`config.mk`:
```
export PLATFORM = sky130hd
export DESIGN_NAME = router_reset_ctrl
export DESIGN_NICKNAME = d
export VERILOG_FILES = /design/src/rtl/router_reset_ctrl.sv
export SDC_FILE = /design/constraint.sdc
export NUM_CORES = 1
export LEC_CHECK = 0
export CORE_MARGIN = 1
export CORE_UTILIZATION = 26
export CTS_CLUSTER_DIAMETER = 120
export CTS_CLUSTER_SIZE = 28
export DETAILED_ROUTE_END_ITERATION = 6
export HOLD_SLACK_MARGIN = 0.15
export PLACE_DENSITY_LB_ADDON = 0.15
export RECOVER_POWER = 100
export SLEW_MARGIN = 20
export SYNTH_ARGS = -nofsm -noshare
export SYNTH_HDL_FRONTEND = slang
export SYNTH_SLANG_ARGS = --single-unit
```
`constraint.sdc`:
```
create_clock -name clk -period 1.5 [get_ports clk]
set_input_delay 0.15 -clock clk [delete_from_list [all_inputs] [get_ports clk]]
set_output_delay 0.15 -clock clk [all_outputs]
set_load 0.1 [all_outputs]
```
`src/rtl/router_reset_ctrl.sv`:
```
// router_reset_ctrl: router reset sequencer with synchronized POR release, minimum hold and soft-reset handshake
module router_reset_ctrl #(
  parameter int SYNC_STAGES = 2,
  parameter int HOLD_CYCLES = 16,
  parameter int CNT_W = 8
) (
  input  logic             clk,
  input  logic             reset,
  input  logic             sw_rst_req,
  output logic             sw_rst_ack,
  output logic             router_reset,
  output logic             reset_done,
  output logic [CNT_W-1:0] sw_rst_count
);
  localparam int HW = HOLD_CYCLES > 1 ? $clog2(HOLD_CYCLES) : 1;
  typedef enum logic [2:0] {POR_SYNC, POR_HOLD, RUN, SW_HOLD, SW_ACK} state_t;
  state_t state, state_nxt;
  logic [SYNC_STAGES-1:0] sync, sync_nxt;
  logic [HW-1:0] cnt, cnt_nxt;
  logic hold_end;
  assign sync_nxt = {sync[SYNC_STAGES-2:0], 1'b1};
  assign hold_end = cnt == HW'(HOLD_CYCLES - 1);
  // Leave POR_SYNC on the edge that fills the last synchronizer stage
  always_comb begin
    state_nxt = state;
    cnt_nxt = '0;
    case (state)
      POR_SYNC: state_nxt = sync_nxt[SYNC_STAGES-1] ? POR_HOLD : POR_SYNC;
      POR_HOLD: begin
        cnt_nxt = cnt + 1'b1;
        state_nxt = hold_end ? RUN : POR_HOLD;
      end
      RUN:     state_nxt = sw_rst_req ? SW_HOLD : RUN;
      SW_HOLD: begin
        cnt_nxt = cnt + 1'b1;
        state_nxt = hold_end ? SW_ACK : SW_HOLD;
      end
      SW_ACK:  state_nxt = sw_rst_req ? SW_ACK : RUN;
      default: state_nxt = POR_SYNC;
    endcase
  end
  // Outputs are registered copies of the next-state decode
  always_ff @(posedge clk or posedge reset) begin
    if (reset) begin
      state <= POR_SYNC;
      sync <= '0;
      cnt <= '0;
      router_reset <= 1'b1;
      reset_done <= 1'b0;
      sw_rst_ack <= 1'b0;
      sw_rst_count <= '0;
    end else begin
      state <= state_nxt;
      sync <= sync_nxt;
      cnt <= cnt_nxt;
      router_reset <= state_nxt == POR_SYNC || state_nxt == POR_HOLD || state_nxt == SW_HOLD;
      reset_done <= state_nxt == RUN;
      sw_rst_ack <= state_nxt == SW_ACK;
      sw_rst_count <= (state == SW_HOLD && hold_end && !(&sw_rst_count)) ? sw_rst_count + 1'b1 : sw_rst_count;
    end
  end
endmodule

```
# --- Word-level counts from Yosys, hierarchy flattened ---
# Index checks and enable logic that the tools add are counted.
totals:
  ff_bits: 19
  input_bits: 3
  output_inout_bits: 11
  word_cells: 34
classes:
  add_sub_neg: 2
  eq_ne: 9
  muxes: 7
  n_reduce_logical: 9
op_table:
  columns: ["operator", "n"]
  rows:
  - ["case mux 3 bit (5 select lines)", 1]
  - ["== test 3 x 2 -> 1 bit (second input constant)", 4]
  - ["adder 8 x 1 -> 8 bit (second input constant)", 1]
  - ["AND reduction 8 bit", 1]
  - ["== test 3 x 1 -> 1 bit (second input constant)", 2]
  - ["== test 3 bit (second input constant)", 2]
  - ["zero test 3 bit", 2]
  - ["two-way mux 3 bit", 2]
  - ["adder 4 x 1 -> 4 bit (second input constant)", 1]
  - ["== test 4 bit (second input constant)", 1]
  - ["two-way mux 4 bit", 1]
  - ["logical AND 1 bit", 2]
  - ["logical OR 1 bit", 2]
  - ["two-way mux 1 bit", 2]
  - ["two-way mux 2 bit", 1]
  - ["OR reduction 2 bit", 1]
  - ["zero test 1 bit", 1]

# --- Longest topological paths before layout ---
# Gate-level depths: netlist of the first run.
logic_depth:
  ltp_word: 6
  ltp_mapped: 5
  mapped_depth_nobuf: 5

# --- Least setup slack after synthesis of the first run ---
# Ideal clock, no wire load.
synth_timing:
  path_kind: "register -> register"
  start: "register sw_rst_count[0]"
  end: "register sw_rst_count[6]"
  arrival_ps: 1997
  required_ps: 1341
  slack_ps: -655
  path_stages_with_launch: 6
  period_less_slack_ps: 2155
  path_cell_list: "dfrtp_1 > ha_1 > nand3_1 > nor4_2 > nand3_1 > xnor2_1"
synth_via:
  elab_chain_cells: 3
  elab_cells_between_ends: 4
  classes_between: "add/sub: 1; reduce/logical: 3"
synth_lines:
  columns: ["item", "line_no", "source"]
  rows:
  - ["start: declaration", "13", "output logic [CNT_W-1:0] sw_rst_count"]
  - ["start signal: assignment", "59", "sw_rst_count <= (state == SW_HOLD && hold_end && !(&sw_rst_count)) ? sw_rst_count + 1'b1 : sw_rst_count;"]
  - ["parallel branches: the longest is 3 deep, another holds adder 8 x 1 -> 8 bit", null, null]
# Parallel ways; which one is timed is not known.
# A chain may end at the register's enable or synchronous reset.

# --- Final worst setup path of the first run ---
layout_timing:
  start: "register sw_rst_count[0]"
  end: "register sw_rst_count[1]"
# Same word-level chain as after synthesis.

==> results of run 1 <==
[area by class of cell]
class                      count  share of cell area [%]
sequential                    19                   38.21
tap                           44                   4.235
clock inverter                 1                  0.3850
clock buffer                   3                   1.732
inverter                       4                   1.155
multi-input combinational     57                   34.65
timing repair buffer          35                   19.63
[worst max path at each step]
stage | from | cells after the start | end | slack [ns]
2_1_floorplan | sw_rst_count[1] | 4 | sw_rst_count[1] | -0.25
4_1_cts | sw_rst_count[1] | 4 | sw_rst_count[1] | -0.08
3_5_place_dp | sw_rst_count[1] | 4 | sw_rst_count[1] | -0.11
3_3_place_gp | sw_rst_count[1] | 4 | sw_rst_count[1] | -0.07
6_report | sw_rst_count[0] | 4 | sw_rst_count[1] | -0.08
5_1_grt | cnt[1] | 5 | sw_rst_count[7] | -0.12
[kinds of logic after synthesis]
family,synth area share [%]
AND/OR/NAND/NOR,20.87
flip-flops,53.36
AO/OA/AOI/OAI,8.684
XOR/XNOR,6.863
buffers and inverters,2.240
multiplexers,4.762
adder cells (fa/ha/maj),2.801
other,0.4198
[layer usage]
metal / part of all wire (%) / global-route usage, % / wire, um
met1: 47 / 15.47 / 893
met2: 47 / 20.41 / 896
met3: 4.0 / 2.559 / 75
met4: 1.7 / 6.818 / 33
met5: 0 / 0 / 0
[report_power, final]
part	internal (W)	total [W]	leakage, nW	switching [W]
clock network	0.0000995	0.000263	0.0177	0.000163
registers	0.000639	0.000721	0.230	0.0000812
logic	0.000358	0.000895	0.366	0.000537
[synthesized netlist by cell type]
master    number  area share [%]
and3_1         1            0.70
o22ai_1        1            0.70
and4_1         1            0.98
mux2_2         2             2.5
nand4b_4       1             2.7
o31ai_1        1            0.84
xnor2_1        5             4.9
ha_1           2             2.8
o21a_1         1            0.84
xor2_1         2             2.0
or2_1          1            0.70
dfstp_2        1             2.9
nand2b_1       4             2.8
mux2i_1        2             2.2
conb_1         1            0.42
a21oi_1        3             1.7
nand3_1        5             2.8
nor4_2         1             1.4
inv_1          4             1.7
buf_2          1            0.56
nor3b_1        1            0.84
nor2_1         8             3.4
nor3_2         1             1.1
nand2_1        5             2.1
nand4_1        2             1.4
dfrtp_1       18              50
a211o_1        1            0.98
o21ai_0        4             2.2
a211oi_2       1             1.4
[worst min-delay path, stage by stage]
cell and delay, ns:
clkdlybuf4s50_1 0.48, nand2b_1 0.11, o21ai_0 0.07
[stage by stage]
stage               cells  setup TNS (ns)  setup slack [ns]  util (%)  hold WS [ns]
finish                163         -0.2064          -0.07849     41.23        0.5498
global route          163          -1.234           -0.1198     41.23        0.5570
CTS                   163         -0.2490          -0.07921     45.71        0.1504
detailed placement    158         -0.2906           -0.1095     44.48        0.4938
global placement      158         -0.1662          -0.06811     44.48        0.4922
floorplan              81         -0.8177           -0.2491         -        0.1002
[registers in the layout, indices dropped and copies added (netlist names)]
| register | cells |
|---|---|
| sw_rst_count | 8 |
| cnt | 4 |
| state | 3 |
| reset_done | 1 |
| router_reset | 1 |
| sw_rst_ack | 1 |
| sync | 1 |
[what timing repair did]
action                                  4_1_cts  5_1_grt
endpoints found under the setup margin        4        7
buffers inserted                              1        0
resized for setup                             1        2
gates cloned                                  0        0
pin swaps                                     2        4
hold buffers                                  0        0
==> impl_metrics.csv, run 1 <==
group,metric,value,unit
detailed_routing,drc,0,
floorplan,start_util,28.33,%
global_routing,grt_pass1_wl,3.201,mm
cells_and_area,final_area,0.001300,mm^2
sta,finalHoldViolCount,0,
yosys,syn-instance-count,81,
setup_path,crit_arrival,1.78,ns
min_path,hold_start,"sw_rst_req",
floorplan,fp.dieH,60.62,um
placement,dpl_cell_area,0.001403,mm^2
power_and_ir_drop,ir_drop,0.0004437,V
setup_path,r2r_slack,-0.08,ns
sta,timing.fmax,633.5,MHz
yosys,synth_warnings,0,
detailed_routing,drt_pass1_iterations,4,
setup_path,slowest_delay,0.51,ns
floorplan,design.core.area,0.003153,mm^2
yosys,syn_area_per_cell,11.03,um^2
yosys,yosysSeqAreaShare,53.36,%
setup_path,crit_fanout,4,
setup_path,path_buf_inv,0,
floorplan,rows,20,
cells_and_area,mostFrequentLayoutCells,"buf_4 (23), dfrtp_1 (10), clkbuf_4 (9), nor2_1 (8)",
min_path,hold_path_depth,3,
global_routing,antenna_found_initial,0,
detailed_routing,drt_wl_total,1.897,mm
setup_path,worstPathCellList,"ha_4, and3_4, a211oi_4, mux2_4",
global_routing,grt_pass1_vias,733,
yosys,synth_seq_cells,19,
sta,worstMarginPinSlew,1.005,ns
cells_and_area,multi_input_area,450.4,um^2
floorplan,dieArea,0.003674,mm^2
detailed_routing,vias_per_cell,4.276,
floorplan,die_x,60.62,um
cells_and_area,n_fill_cell,332,
detailed_routing,routedWlPerCell,11.64,um
power_and_ir_drop,finalPower,0.001878,W
global_routing,grt-ovfl-total,0,
cells_and_area,fin_nets,125,
clocking,clock_path_buffers,2,
setup_path,cp-start-kind,"flip-flop",
global_routing,grt_max_degree,20,
placement,hpwl,1.444,mm
sta,layout_min_cycle_time,1.578,ns
setup_path,critPathKind,"flip-flop to flip-flop",
setup_path,reg2reg_from,"sw_rst_count[0]",
sta,fin_ws,-0.07849,ns
setup_path,crit_path_top_delay_cell,"dfrtp_4",
clocking,cts_buffers,3,
sta,maxSlewViolCount,0,
yosys,synth_area,893.4,um^2
setup_path,reg2reg_depth,4,
yosys,yosysUniqueCellTypes,29,
detailed_routing,drtAntennaViolNets,0,
setup_path,cp_top_family,"flip-flops",
power_and_ir_drop,cellLeakagePower,0.6133,nW
power_and_ir_drop,power_density,1445,mW/mm^2
clocking,cts_max_level,1,
placement,io_buffer_count,13,
outcome,status,"finished with violations",
cells_and_area,final-seq-area,496.7,um^2
detailed_routing,drt-initial-drc-count,11,
floorplan,io_pins,14,
sta,period_share,105.2,%
min_path,worstHoldPathType,"input port to flip-flop",
global_routing,grtUsageTotal,12.49,%
sta,slew-limit-headroom,32.98,%
setup_path,crit_path_end_kind,"flip-flop",
clocking,cts-root-buf,"clkbuf_4",
setup_path,cp_data_required_time,1.70,ns
outcome,violations,"setup timing",
clocking,insertion_delay,0.30,ns
min_path,min_to,"state[2]",
cells_and_area,area_growth,45.52,%
cells_and_area,n_antenna_cell,0,
job,maxCapViolCount,0,
detailed_routing,vias,697,
placement,gp_congestion,0.7474,
cells_and_area,final_common_cell,"buf_4",
setup_path,r2r_end,"sw_rst_count[1]",
clocking,clkSlewWorstSetupHoldPaths,0.11,ns
cells_and_area,drive_gt1_share,45.38,%
sta,finClkSkew,0.002350,ns
sta,setup_viol_count_final,5,
yosys,postSynthNetCount,86,
clocking,clkSinkCount,19,
sta,grt_setup_unrepaired,"true",
clocking,cts_tree,"built",
(Power assumes the default switching activity.)
==> run 2: changes to the inputs <==
==> constraint.sdc (replaced) <==
create_clock -name clk -period 1.35 [get_ports clk]
set_input_delay 0.135 -clock clk [delete_from_list [all_inputs] [get_ports clk]]
set_output_delay 0.135 -clock clk [all_outputs]
set_load 0.1 [all_outputs]
==> impl_metrics.csv, run 2 (synthesis gave the netlist of run 1 again) <==
group,metric,value,unit
global_routing,antenna_found_initial,0,
setup_path,slowest_delay,0.50,ns
cells_and_area,fin_nets,130,
cells_and_area,top_regs,"sw_rst_count (8), cnt (4), state (3)",
cells_and_area,n_fill_cell,313,
detailed_routing,routedWlPerCell,11.23,um
floorplan,io_pins,14,
placement,dpl_cell_area,0.001406,mm^2
clocking,cts_buffers,3,
global_routing,grt_pass1_wl,3.291,mm
sta,fin_ws,-0.1788,ns
min_path,hold_start,"sw_rst_req",
placement,io_buffer_count,13,
setup_path,worstPathCellList,"ha_4, and3_4, a211oi_4, mux2_4",
cells_and_area,area_growth,68.07,%
setup_path,cp_data_required_time,1.55,ns
sta,finClkSkew,0.01063,ns
global_routing,grt-ovfl-total,0,
setup_path,critPathKind,"flip-flop to flip-flop",
setup_path,reg2reg_from,"sw_rst_count[0]",
floorplan,design.core.area,0.003153,mm^2
global_routing,grt_max_degree,20,
cells_and_area,mostFrequentLayoutCells,"buf_4 (24), dfrtp_1 (10), buf_12 (9), nor2_1 (8), dfrtp_4 (7)",
cells_and_area,final_common_cell,"buf_4",
floorplan,rows,20,
setup_path,crit_fanout,4,
sta,timing.fmax,654.1,MHz
sta,setup_viol_count_final,8,
detailed_routing,vias_per_cell,4.423,
setup_path,crit_arrival,1.73,ns
cells_and_area,top_register,"sw_rst_count",
sta,grt_setup_unrepaired,"true",
outcome,violations,"setup timing",
cells_and_area,multi_input_area,485.5,um^2
sta,finalHoldViolCount,0,
cells_and_area,final_area,0.001501,mm^2
clocking,insertion_delay,0.31,ns
job,maxCapViolCount,0,
detailed_routing,drc,0,
floorplan,start_util,28.33,%
global_routing,grtUsageTotal,12.63,%
global_routing,grt_pass1_vias,755,
placement,dpl_worst_slack,-0.2357,ns
setup_path,crit_path_start,"sw_rst_count[0]",
power_and_ir_drop,cellLeakagePower,0.6576,nW
sta,fin_setup_tns,-1.081,ns
min_path,worstHoldPathType,"input port to flip-flop",
floorplan,die_x,60.62,um
clocking,clkSlewWorstSetupHoldPaths,0.12,ns
setup_path,crit_path_end_kind,"flip-flop",
placement,gp_congestion,0.7368,
cells_and_area,largest_reg_flops,8,
cells_and_area,n_antenna_cell,0,
sta,holdWs,0.5345,ns
cells_and_area,drive_gt1_share,50.81,%
clocking,clock_path_buffers,2,
floorplan,fp.dieH,60.62,um
clocking,cts_tree,"built",
placement,hpwl,1.331,mm
cells_and_area,final-seq-area,504.2,um^2
setup_path,cp-start-kind,"flip-flop",
outcome,status,"finished with violations",
power_and_ir_drop,ir_drop,0.0007015,V
detailed_routing,drtAntennaViolNets,0,
detailed_routing,drt_pass1_iterations,4,
sta,layout_min_cycle_time,1.529,ns
clocking,cts-root-buf,"clkbuf_4",
setup_path,crit_path_top_delay_cell,"dfrtp_4",
sta,period_share,113.2,%
detailed_routing,drt_wl_total,1.886,mm
clocking,cts_max_level,1,
floorplan,dieArea,0.003674,mm^2
detailed_routing,vias,743,
power_and_ir_drop,power_density,1509,mW/mm^2
detailed_routing,drt-initial-drc-count,9,
clocking,clkSinkCount,19,
sta,maxSlewViolCount,0,
## run 2: changes by cell type in the layout (fill, tap and decap cells not counted), moves of 2 or more
cell	before	now
buf_12	0	9
clkbuf_4	9	5
dfrtp_2	4	1
dfrtp_4	4	7
nand3_1	5	3
## run 2: path summary, 6_finish.rpt
| path | endpoint | slack [ns] | depth (start not counted) |
|---|---|---|---|
| hold / removal | sw_rst_ack | 0.53 | 3 |
| setup reg to reg | sw_rst_count[1] | -0.18 | 4 |
| min in group asynchronous | state[1] | 0.91 | 4 |
| setup / recovery | sw_rst_count[1] | -0.18 | 4 |
| max in group asynchronous | sw_rst_count[0] | 0.05 | 4 |
| hold reg to reg | cnt[0] | 0.58 | 2 |
## run 2: final cells by class
type / count / area share, %
repair buffers: 40 / 27.58
clock inverters: 1 / 0.3333
flip-flops and latches: 19 / 33.58
multi-input cells: 57 / 32.33
inverters: 4 / 1.000
well taps: 44 / 3.667
clock buffers: 3 / 1.500
## run 2: metal layers
metal	global-route usage [%]	up-vias	part of all wire, %
met1	16.15	363	48
met3	2.559	5	2.2
met2	20.09	10	48
met4	6.818	0	2.1
met5	0	-	0
li1	-	365	-
## run 2: where the power goes
| part | internal [W] | total, W | switching (W) |
|---|---|---|---|
| sequential | 0.000711 | 0.000806 | 0.0000951 |
| combinational | 0.000496 | 0.00115 | 0.000657 |
| clock | 0.000111 | 0.000306 | 0.000196 |
| total | 0.00132 | 0.00227 | 0.000947 |
## run 2: worst max-delay path, delay by kind of cell (launching register included)
kind	cells	cell delay [ns]
AO/OA/AOI/OAI	1	0.29
multiplexers	1	0.33
adder cells (fa/ha/maj)	1	0.16
AND/OR/NAND/NOR	1	0.15
flip-flops	1	0.50
## run 2: stage by stage
| step | util [%] | instances | total power (W) |
|---|---|---|---|
| 2_1_floorplan | - | 81 | 0.001491 |
| 3_3_place_gp | 44.60 | 157 | 0.001917 |
| 3_5_place_dp | 44.60 | 157 | 0.001928 |
| 4_1_cts | 47.82 | 167 | 0.002300 |
| 5_1_grt | 47.62 | 168 | 0.002439 |
| 6_report | 47.62 | 168 | 0.002265 |
## run 2: repair_timing
| action | 4_1_cts | 5_1_grt |
|---|---|---|
| endpoints found under the hold margin | 18 | 0 |
| setup endpoints to repair | 7 | 9 |
| buffers inserted | 5 | 3 |
| resized for setup | 6 | 3 |
| hold buffers | 1 | 0 |
| pin swaps | 5 | 3 |
==> run 3: changes to the inputs <==
--- a/config.mk
+++ b/config.mk
@@ -5,6 +5,7 @@
 export SDC_FILE = /design/constraint.sdc
 export NUM_CORES = 1
 export LEC_CHECK = 0
+export ABC_AREA = 1
 export CORE_MARGIN = 1
 export CORE_UTILIZATION = 26
 export CTS_CLUSTER_DIAMETER = 120
==> impl_metrics.csv, run 3 <==
group,metric,value,unit
clocking,cts_max_level,1,
yosys,synth_top_area_share,47.37,%
setup_path,critPathKind,"flip-flop to flip-flop",
placement,hpwl,1.405,mm
yosys,synth.most_common_cell,"nand2_1",
clocking,cts-root-buf,"clkbuf_4",
clocking,holdBufCountCts,0,
clocking,cts_buffers,3,
setup_path,path_buf_inv,1,
yosys,synthTopCellsByCount,"nand2_1 (36), dfrtp_1 (18), nor2_1 (14), inv_1 (13), nand3_1 (11)",
power_and_ir_drop,power_density,1331,mW/mm^2
cells_and_area,final-seq-area,496.7,um^2
floorplan,fp.dieH,62.48,um
outcome,status,"finished clean",
sta,setup_viol_count_final,0,
floorplan,io_pins,14,
yosys,yosysUniqueCellTypes,23,
yosys,synth_edf_count,0,
cells_and_area,fin_nets,150,
global_routing,grtUsageTotal,11.48,%
yosys,yosys.area.top_type,"dfrtp_1",
yosys,async_reset_ff_share,100.0,%
clocking,clkSinkCount,19,
detailed_routing,drt-initial-drc-count,72,
global_routing,grt_pass1_wl,3.505,mm
setup_path,crit_arrival,1.55,ns
setup_path,cp_data_required_time,1.59,ns
setup_path,reg2reg_depth,7,
yosys,synth_warnings,0,
power_and_ir_drop,p_seq_share,42.6,%
job,maxCapViolCount,0,
cells_and_area,largest_reg_flops,8,
yosys,synth_area,950.9,um^2
detailed_routing,drt_wl_total,1.988,mm
detailed_routing,drtAntennaViolNets,0,
sta,period_share,96.52,%
power_and_ir_drop,p_int,0.001124,W
power_and_ir_drop,netSwitchingFraction,40.69,%
global_routing,grt_max_degree,20,
floorplan,die_x,62.48,um
cells_and_area,final_common_cell,"nand2_1",
yosys,syn_area_per_cell,8.127,um^2
cells_and_area,multi_input_area,478.0,um^2
sta,finClkSkew,0.003505,ns
global_routing,grt-ovfl-total,0,
cells_and_area,top_register,"sw_rst_count",
sta,maxSlewViolCount,0,
setup_path,crit_path_end_kind,"flip-flop",
cells_and_area,top_regs,"sw_rst_count (8), cnt (4), state (3)",
cells_and_area,n_antenna_cell,0,
cells_and_area,n_fill_cell,356,
sta,grt_setup_unrepaired,"true",
power_and_ir_drop,cellLeakagePower,0.6338,nW
floorplan,rows,21,
setup_path,slowest_delay,0.41,ns
sta,layout_min_cycle_time,1.303,ns
yosys,synth_seq_cells,19,
setup_path,worstPathCellList,"ha_4, nand3_4, nor3_4, nand2_4, inv_4, nand2_2, nand2_1",
power_and_ir_drop,ir_drop,0.0004054,V
placement,io_buffer_count,13,
yosys,syn-instance-count,117,
detailed_routing,vias,816,
power_and_ir_drop,switchingPower,0.0007713,W
global_routing,antenna_found_initial,0,
clocking,cts_tree,"built",
detailed_routing,routedWlPerCell,10.46,um
placement,gp_congestion,0.7821,
clocking,insertion_delay,0.30,ns
setup_path,cp_top_family,"simple AND/OR/NAND/NOR gates",
clocking,clkSlewWorstSetupHoldPaths,0.11,ns
min_path,worstHoldPathType,"input port to asynchronous set/reset pin",
cells_and_area,mostFrequentLayoutCells,"nand2_1 (31), nor2_1 (13), inv_1 (12), buf_12 (11)",
yosys,netlist_top_cells_area,"dfrtp_1 (47%), nand2_1 (14%), nand3_1 (5.8%)",
setup_path,cp_num_cells,7,
cells_and_area,drive_gt1_share,36.81,%
setup_path,crit_fanout,6,
setup_path,r2r_slack,0.05,ns
cells_and_area,fin_cells,190,
setup_path,cp-start-kind,"flip-flop",
yosys,synthFlopType,"dfrtp_1",
detailed_routing,vias_per_cell,4.295,
cells_and_area,area_growth,49.74,%
placement,dp.cells,181,
yosys,yosysSeqAreaShare,50.13,%
placement,dpl_worst_slack,-0.003187,ns
detailed_routing,drc,0,
floorplan,dieArea,0.003903,mm^2
global_routing,grt_pass1_vias,816,
floorplan,start_util,27.84,%
yosys,postSynthNetCount,122,
detailed_routing,drt_pass1_iterations,4,
clocking,clock_path_buffers,2,
sta,timing.fmax,767.4,MHz
power_and_ir_drop,clkPwrFrac,15.5,%
setup_path,crit_path_top_delay_cell,"dfrtp_1",
sta,finalHoldViolCount,0,
power_and_ir_drop,p_comb_share,41.8,%
floorplan,design.core.area,0.003416,mm^2
sta,fin_ws,0.04693,ns
-- run 3: cell count changes after synthesis, sizes merged, moves of 3 or more --
| cell | before | now |
|---|---|---|
| inv | 4 | 15 |
| nand2 | 5 | 38 |
| nand2b | 4 | 0 |
| nand3 | 5 | 13 |
| nor2 | 8 | 15 |
| xnor2 | 5 | 2 |
-- run 3: worst reg2reg max path: cells and delay by family, from the launching register on --
family,cells,cell delay (ns)
AND/OR/NAND/NOR,5,0.56
flip-flops,1,0.41
adder cells (fa/ha/maj),1,0.17
buffers and inverters,1,0.10
-- run 3: power groups by stage --
stage	Combinational [W]	Clock, W	Sequential, W
6_report	0.000793	0.000294	0.000808
5_1_grt	0.000890	0.000328	0.000825
4_1_cts	0.000747	0.000313	0.000807
3_5_place_dp	0.000675	0	0.000802
3_3_place_gp	0.000668	0	0.000800
2_1_floorplan	0.000306	0	0.000952
-- run 3: worst paths after layout --
check	from	endpoint
hold reg to reg	sw_rst_count[5]	sw_rst_count[5]
hold / removal	reset	cnt[3]
max in group asynchronous	reset	sw_rst_count[2]
setup / recovery	cnt[0]	sw_rst_count[5]
min in group clk	sw_rst_req	sw_rst_ack
setup reg to reg	cnt[0]	sw_rst_count[5]
-- run 3: metal layers --
metal	share of wire, %	GRT usage (%)
met1	48	15.13
met2	48	18.48
met3	2.5	2.190
met4	1.3	4.360
met5	0	0
-- run 3: cell families (layout without fill, tap and decap cells) --
logic type,after synthesis,after routing,share of synthesized area (%)
and+or+nand+nor,72,73,34.87
DFF,19,19,50.13
buffers and inverters,15,41,6.185
AOI/OAI and AO/OA,4,4,2.104
xor gates and xnor gates,4,4,3.685
adders and majority gates,2,2,2.631
other,1,1,0.3944
-- run 3: cell type report --
cell class / instances / area share, %
clock buffer: 3 / 1.582
clock inverter: 1 / 0.3515
inverter: 15 / 4.130
multi-input combinational: 84 / 33.57
sequential: 19 / 34.89
tap: 46 / 4.042
timing repair buffer: 22 / 21.44
-- run 3: per-stage QoR --
stage           TNS [ns]  utilization, %  power [W]  area (um^2)  hold WS [ns]
5_1_grt          -0.2767           41.69   0.002043         1424        0.4483
4_1_cts                0           40.99   0.001866         1400        0.1538
2_1_floorplan    -0.7860               -   0.001258        988.4       0.08520
3_3_place_gp           0           38.75   0.001468         1324        0.4431
6_report               0           41.69   0.001896         1424        0.3693
3_5_place_dp   -0.003187           38.75   0.001477         1324        0.4694
-- run 3: repair_timing --
item / in CTS / in global routing
resized for setup: 3 / 7
setup buffers: 3 / 1
pin swaps: 3 / 8
gates cloned: 1 / 0
setup endpoints to repair: 6 / 12
